### src/rtl/osc_bank_reader.sv
// Ring-oscillator bank measurement controller: timed count window, pairwise sweep,
// response word over valid/ready. Optional raw-capture trace: OSC_BANK_READER_RAW_EN.
module osc_bank_reader #(
  parameter int COUNTER_LENGTH = 128,
  parameter int BANK_SIZE      = 16,
  parameter int ADDRESS_SIZE   = 4,
  parameter int WINDOW_CYCLES  = 1024,
  parameter int SETTLE_CYCLES  = 4,
  parameter int DROP_LSBS      = 2
) (
  input  logic                      CLK,
  input  logic                      RESET,
  input  logic                      START,
  output logic                      BUSY,
  output logic                      OSC_RESET,
  output logic [ADDRESS_SIZE-1:0]   ADDRESS,
  input  logic [COUNTER_LENGTH-1:0] COUNT,
  output logic [BANK_SIZE/2-1:0]    RESPONSE,
  output logic                      RESP_VALID,
  output logic [2:0]                state_dbg,
`ifdef OSC_BANK_READER_RAW_EN
  output logic                      RAW_VALID,
  output logic [ADDRESS_SIZE-1:0]   RAW_ADDR,
  output logic [COUNTER_LENGTH-1:0] RAW_COUNT,
`endif
  input  logic                      RESP_READY
);

  localparam int HALF  = BANK_SIZE / 2;
  localparam int DW    = COUNTER_LENGTH - DROP_LSBS;
  localparam int WIN_W = $clog2(WINDOW_CYCLES + 1);
  localparam int SET_W = $clog2(SETTLE_CYCLES + 1);
  localparam logic [WIN_W-1:0]        LAST_WIN  = WIN_W'(WINDOW_CYCLES - 1);
  localparam logic [SET_W-1:0]        LAST_SET  = SET_W'(SETTLE_CYCLES - 1);
  localparam logic [ADDRESS_SIZE-1:0] LAST_ADDR = ADDRESS_SIZE'(BANK_SIZE - 1);

  typedef enum logic [2:0] {S_IDLE, S_RUN, S_SAMPLE_A, S_SAMPLE_B, S_DONE} state_t;

  state_t            state_q;
  logic [WIN_W-1:0]  win_cnt;
  logic [SET_W-1:0]  set_cnt;
  logic [DW-1:0]     a_q;
  logic [HALF-1:0]   resp_sr;
  logic [HALF-1:0]   resp_next;
  logic [DW-1:0]     count_drop;
  logic              a_gt_b;
  logic              set_last;

  assign state_dbg  = state_q;
  assign count_drop = COUNT[COUNTER_LENGTH-1:DROP_LSBS];
  assign a_gt_b     = a_q > count_drop;
  assign set_last   = (set_cnt == LAST_SET);
  // Pair k lands in bit k after all HALF shifts, since bits enter at the top.
  assign resp_next  = (resp_sr >> 1) | (HALF'(a_gt_b) << (HALF - 1));

  // Handshake: RESPONSE is held stable while RESP_VALID is high; the word is
  // transferred on any cycle where RESP_VALID and RESP_READY are both high.
  always_ff @(posedge CLK) begin
    if (RESET) begin
      state_q    <= S_IDLE;
      OSC_RESET  <= 1'b1;
      ADDRESS    <= '0;
      BUSY       <= 1'b0;
      RESPONSE   <= '0;
      RESP_VALID <= 1'b0;
      win_cnt    <= '0;
      set_cnt    <= '0;
      a_q        <= '0;
      resp_sr    <= '0;
    end else begin
      case (state_q)
        S_IDLE: begin
          if (START) begin
            state_q   <= S_RUN;
            BUSY      <= 1'b1;
            OSC_RESET <= 1'b0;
            win_cnt   <= '0;
          end
        end
        S_RUN: begin
          if (win_cnt == LAST_WIN) begin
            state_q <= S_SAMPLE_A;
            ADDRESS <= '0;
            set_cnt <= '0;
          end else begin
            win_cnt <= win_cnt + 1'b1;
          end
        end
        S_SAMPLE_A: begin
          if (set_last) begin
            a_q     <= count_drop;
            set_cnt <= '0;
            ADDRESS <= ADDRESS + 1'b1;
            state_q <= S_SAMPLE_B;
          end else begin
            set_cnt <= set_cnt + 1'b1;
          end
        end
        S_SAMPLE_B: begin
          if (set_last) begin
            resp_sr <= resp_next;
            set_cnt <= '0;
            if (ADDRESS == LAST_ADDR) begin
              state_q    <= S_DONE;
              ADDRESS    <= '0;
              OSC_RESET  <= 1'b1;
              RESPONSE   <= resp_next;
              RESP_VALID <= 1'b1;
            end else begin
              ADDRESS <= ADDRESS + 1'b1;
              state_q <= S_SAMPLE_A;
            end
          end else begin
            set_cnt <= set_cnt + 1'b1;
          end
        end
        S_DONE: begin
          if (RESP_READY) begin
            state_q    <= S_IDLE;
            RESP_VALID <= 1'b0;
            BUSY       <= 1'b0;
          end
        end
        default: state_q <= S_IDLE;
      endcase
    end
  end

`ifdef OSC_BANK_READER_RAW_EN
  // Trace of every capture, one cycle after it, with the full undropped count.
  always_ff @(posedge CLK) begin
    if (RESET) begin
      RAW_VALID <= 1'b0;
      RAW_ADDR  <= '0;
      RAW_COUNT <= '0;
    end else begin
      RAW_VALID <= 1'b0;
      if ((state_q == S_SAMPLE_A || state_q == S_SAMPLE_B) && set_last) begin
        RAW_VALID <= 1'b1;
        RAW_ADDR  <= ADDRESS;
        RAW_COUNT <= COUNT;
      end
    end
  end
`else
  generate
    if (DROP_LSBS > 0) begin : g_drop
      logic unused_count_lsbs;
      assign unused_count_lsbs = ^COUNT[DROP_LSBS-1:0];
    end
  endgenerate
`endif

endmodule

### config.mk
export PLATFORM = sky130hd
export DESIGN_NAME = osc_bank_reader
export DESIGN_NICKNAME = d
export VERILOG_FILES = /design/src/rtl/osc_bank_reader.sv
export SDC_FILE = /design/constraint.sdc
export NUM_CORES = 1
export LEC_CHECK = 0
export CAP_MARGIN = 20
export CORE_MARGIN = 8
export CORE_UTILIZATION = 55
export CTS_CLUSTER_SIZE = 16
export DETAILED_ROUTE_END_ITERATION = 8
export PLACE_DENSITY_LB_ADDON = 0.05
export SKIP_CTS_REPAIR_TIMING = 1
export SLEW_MARGIN = 10
export SYNTH_ARGS = -nofsm -noshare
export SYNTH_HDL_FRONTEND = slang
export SYNTH_SLANG_ARGS = --single-unit
### constraint.sdc
create_clock -name CLK -period 6.1 [get_ports CLK]
set_input_delay 1.525 -clock CLK [delete_from_list [all_inputs] [get_ports CLK]]
set_output_delay 1.525 -clock CLK [all_outputs]
set_load 0.005 [all_outputs]
== Word-level counts from Yosys, hierarchy flattened ==
Index checks and enable logic that the tools add are counted.

* Output and inout port bits: 18
* Memories kept: 0
* Bits in registers: 166
* Memory bits (read-only): 0
* Logic and storage cells: 73
* Memory bits (writable): 0
* Bits in latches: 0
* Input bits: 132

* Shift-type cells: 0
* Add/sub/neg operators: 3
* Div/mod/pow operators: 0
* Multiplexer cells: 26
* Reductions and logical operators: 18
* Order comparisons: 1
* Bitwise logic cells: 1
* Equal/unequal tests: 14
* Multiply operators: 0

{| class="wikitable"
|+ Operators by type and width
! operator !! count
|-
| $gt A126 B126 Y1 || 1
|-
| $mux W3 || 8
|-
| $mux W11 || 2
|-
| $pmux W11 S2 || 1
|-
| $mux W4 || 4
|-
| $pmux W3 S5 || 1
|-
| $ne A2 B2 Y1 const B || 7
|-
| $pmux W4 S3 || 1
|-
| $reduce_and A4 Y1 || 3
|-
| $add A11 B1 Y11 const B || 1
|-
| $eq A11 B10 Y1 const B || 1
|-
| $reduce_bool A2 Y1 || 5
|-
| $eq A3 B2 Y1 const B || 3
|-
| $reduce_and A3 Y1 || 3
|-
| $or A7 B8 Y8 || 1
|-
| $pmux W1 S2 || 3
|-
| $pmux W3 S2 || 1
|-
| $reduce_and A2 Y1 || 3
|-
| $mux W1 || 5
|-
| $reduce_and A5 Y1 || 1
|-
| $add A4 B1 Y4 const B || 1
|-
| $eq A4 B4 Y1 const B || 1
|-
| $add A3 B1 Y3 const B || 1
|-
| $eq A3 B1 Y1 const B || 1
|-
| other kinds (4) || 4
|}

== Longest topological paths before layout ==
* Depth in word-level cells: 4
* Gate-level depth with buffers: 9
* Gate-level depth less buffers: 9

== Worst setup path after synthesis ==
No wires, ideal clock.

* Path type: input -> register
* From: input port COUNT[110]
* To: register RESPONSE[7]
* Path buffers: 0
* Library setup time: 0.124 ns
* Setup slack: 2.870 ns
* Arrival time: 3.107 ns
* Cell stages on the path: 9
* Required time: 5.976 ns
* Path through: inv_1 -> ha_1 -> a21oi_1 -> nand2_1 -> a221o_1 -> nor4b_1 -> a31oi_1 -> nor4b_1 -> nor2_1

* Word-level cells in the longest chain between the ends: 2

{| class="wikitable"
|+ Ends and longest elaborated chain
! what !! line !! RTL
|-
| from (decl) || 17 || <nowiki>input logic [COUNTER_LENGTH-1:0] COUNT,</nowiki>
|-
| $gt A126 B126 Y1 || 51 || <nowiki>assign a_gt_b = a_q > count_drop;</nowiki>
|-
| $or A7 B8 Y8 || 54 || <nowiki>assign resp_next = (resp_sr >> 1) | (HALF'(a_gt_b) << (HALF - 1));</nowiki>
|-
| to (signal assigned) || 107 || <nowiki>RESPONSE <= resp_next;</nowiki>
|-
| to (decl) || 18 || <nowiki>output logic [BANK_SIZE/2-1:0] RESPONSE,</nowiki>
|}

Every way passes these cells.
A chain may end at the register's enable or synchronous reset.

== Worst setup path after layout ==
* From: input port COUNT[60]
* To: register resp_sr[7]

* Word-level cells in the longest chain between the ends: 2

{| class="wikitable"
|+ Ends and longest elaborated chain
! what !! line !! RTL
|-
| $gt A126 B126 Y1 || 51 ||
|-
| $or A7 B8 Y8 || 54 ||
|-
| to (signal assigned) || 101 || <nowiki>resp_sr <= resp_next;</nowiki>
|-
| to (decl) || 43 || <nowiki>logic [HALF-1:0] resp_sr;</nowiki>
|}

Every way passes these cells.

==> metrics.md <==
| Metric | Value |
|---|---|
| Number of routed nets with antenna violations | 0 |
| Synth Area in Adders | 17.7% |
| Worst Path Arrival | 4.18 ns |
| Core Area | 16,400 µm² |
| Final period utilization | 62.6% |
| Maximum Capacitance Violations | 0 |
| Setup CP Type | in2reg |
| Routed WL per cell | 13.8 µm |
| Worst-path fanout max | 3 |
| Final setup TNS | 0 ns |
| Final Setup Violations | 0 |
| Sequence of cells on the critical path | clkdlybuf4s50_1 -> inv_1 -> ha_1 -> nand4_1 -> nor4_1 -> nand4_1 -> a31o_1 -> a31oi_1 -> nor4b_1 -> nor2_1 |
| Final Critical Period | 3.82 ns |
| Via density | 5.21 |
| Ranking of synthesized cells by area | dfxtp_1, ha_1, nand2_1 |
| Post-route cell area | 11,400 µm² |
| CP most frequent cell | nand4_1 |
| Post-Syn Area | 9140 µm² |
| Sequential power share | 44.0% |
| Yosys warnings | 0 |
| Int Pwr | 1920 µW |
| R2R depth | 7 |
| Mapped Nets | 1,469 |
| GRT overflow | 0 |
| Synth area leader | dfxtp_1 |
| Switching Fraction | 25.8% |
| Hold Path Class | reg2reg |
| Diodes inserted | 0 |
| Final #Nets | 1,594 |
| Routed WL | 21,600 µm |
| CP bufs+invs | 2 |
| Skew-Pair Late Insertion Delay | 0.43 ns |
| Logic pwr share | 15.1% |
| Starting Density | 55.7% |
| Total CTS buffers | 17 |
| Top-count cell post-synth | nand2_1 |
| Die X | 145 µm |
| WP data required | 6.46 ns |
| H-Tree Depth | 4 |
| Clock Tree Root | clkbuf_16 |
| Post-route DRC | 0 |
| Post-DP Area | 10,800 µm² |
| Vias in the first global route | 7,862 |
| Final hold viol count | 0 |
| P per Cell Area | 227 nW/µm² |
| Final clock skew | 0.0100 ns |
| Share of layout cells above drive strength 1 | 3.42% |
| Clock share of power | 40.9% |
| Routed via count | 8,151 |
| First-pass GRT wire length | 36,800 µm |
| FF+latch count, synth | 165 |
| DP HPWL | 15,500 µm |
| Clk slew on worst S/H paths | 0.06 ns |
| Xor/xnor cell area share of the yosys netlist | 0.766% |
| Gpl congestion | 0.836 |
| Worst-Margin Slew | 0.768 ns |
| Kind of cell adding the most delay to the critical path | simple AND/OR/NAND/NOR gates |
| Total power | 2580 µW |
| Max-slew headroom | 48.8% |
| Antenna violations before repair | 0 |
| Worst VDD drop | 0.200 mV |
| IO Count | 150 |
| Maximum clock frequency | 262 MHz |
| Largest stage delay on the critical path | 0.61 ns |
| Post-synth ARST share | 0% |
| Initial DRC Count | 464 |
| RSZ-0062 raised after global routing | no |
| CP endpoint kind | register |
| Post-synth EDFFs | 0 |
| Primary FF master, synth | dfxtp_1 |
| Avg Cell Area, Syn | 7.57 µm² |
| Drt pass-1 iters | 4 |
| Post-Synthesis Cells | 1,208 |
| Port Buf Inserts | 147 |
| Sw power | 666 µW |
| Row count | 47 |
| Die height | 145 µm |
| Clk buf depth | 2 |
| Synth Area in Simple Gates | 21.8% |
| Outcome | finished clean |
| Pin count of the biggest net entering global routing | 102 |
| Max-slew violation count | 0 |
| Seq/Total Area, Yosys | 36.1% |
| Syn-to-layout area delta | 24.3% |
| Mux contribution to synthesized area | 0.109% |
| Combinational family with the most area after synthesis | simple AND/OR/NAND/NOR gates |
| Sink count of the clock tree | 165 |
| Commonest cells in the netlist | nand2_1, a21oi_1, dfxtp_1, inv_1, ha_1 |
| Clock tree from TritonCTS | built |
| Hold Path Depth | 2 |
| Crit path depth | 10 |
| Total GRT Usage | 20.7% |
| Netlist cell types | 51 |
| Worst path slowest cell | nor4_1 |
| Leak Pwr | 0.00491 µW |
| Synth Area in Compound Gates | 16.0% |
| Synth top area share | 36.1% |
| Full die area | 21,000 µm² |
| Setup crit start kind | primary input |
## per-stage QoR
stage	worst slack [ns]	instances	hold slack [ns]	utilization, %
after CTS	2.34	1564	0.455	69.1
after global placement	1.93	1533	0.443	65.6
after detailed placement	1.92	1533	0.446	65.6
after floorplan	2.87	1208	0.432	-
after global routing	2.17	1565	0.474	69.3
final	2.28	1565	0.450	69.3
## power groups by stage
stage	Clock, µW	Combinational (µW)	Sequential [µW]
floorplan	0	218	1140
global placement	0	381	1160
detailed placement	0	385	1160
CTS	1080	389	1140
global route	1130	435	1140
finish	1060	390	1140
## registers in the layout, indices dropped and copies added (netlist names)
signal	cells
ADDRESS	4
BUSY	1
a_q	126
set_cnt	3
state_dbg	3
RESP_VALID	1
resp_sr	7
win_cnt	11
OSC_RESET	1
RESPONSE	8
## worst min-delay path, delay by kind of cell, from the launching register on
kind	cells	cell delay [ns]
flops	1	0.31
simple gates	1	0.05
compound gates	1	0.05
## routing by layer
metal	track usage, %	wire, µm	up-vias
met3	4.35	1040	12
met1	27.1	10200	3670
li1	-	-	4310
met2	34.0	10200	159
met4	5.26	140	0
met5	0	0	-
## cell type report
| type | instances | area (µm²) |
|---|---|---|
| inverter | 135 | 507 |
| clock buffer | 21 | 470 |
| fill | 1366 | 5040 |
| clock inverter | 10 | 105 |
| sequential | 165 | 3300 |
| timing repair buffer | 153 | 1530 |
| multi-input combinational | 861 | 5170 |
| tap | 220 | 275 |
## final timing paths
| kind | startpoint | endpoint | slack (ns) |
|---|---|---|---|
| setup / recovery | COUNT[60] | resp_sr[7] | 2.28 |
| hold / removal | resp_sr[1] | RESPONSE[0] | 0.45 |
| setup reg to reg | state_dbg[1] | a_q[43] | 3.05 |
| hold reg to reg | resp_sr[1] | RESPONSE[0] | 0.45 |
## layout by cell type, fill, tap and decap left out, types with 2 or more instances in the layout
cell type,n
a21o_1,11
ha_1,129
buf_4,6
inv_1,135
clkbuf_16,17
nor2_1,41
o31ai_1,5
nand2_1,307
o21bai_1,2
o21ai_0,23
a21boi_0,2
nor2b_1,5
nand2b_1,6
nand3_1,24
a221o_1,3
clkinv_2,6
xor2_1,4
xnor2_1,4
nand4_1,34
nor4b_1,3
bufinv_16,2
clkbuf_8,3
dfxtp_1,165
and4_1,2
clkinvlp_4,2
o21a_1,2
a211oi_1,4
a311oi_1,2
a31oi_1,4
nor3_1,10
nor4_1,8
a21oi_1,202
clkdlybuf4s50_1,146
## kinds of logic (layout without fill, tap and decap cells)
group | after synthesis | count (layout)
buf+inv | 182 | 319
fa+ha+maj | 129 | 129
mux | 1 | 1
compound gates | 268 | 268
simple gates | 455 | 455
xor+xnor | 8 | 8
flops | 165 | 165
(Power assumes the default switching activity.)
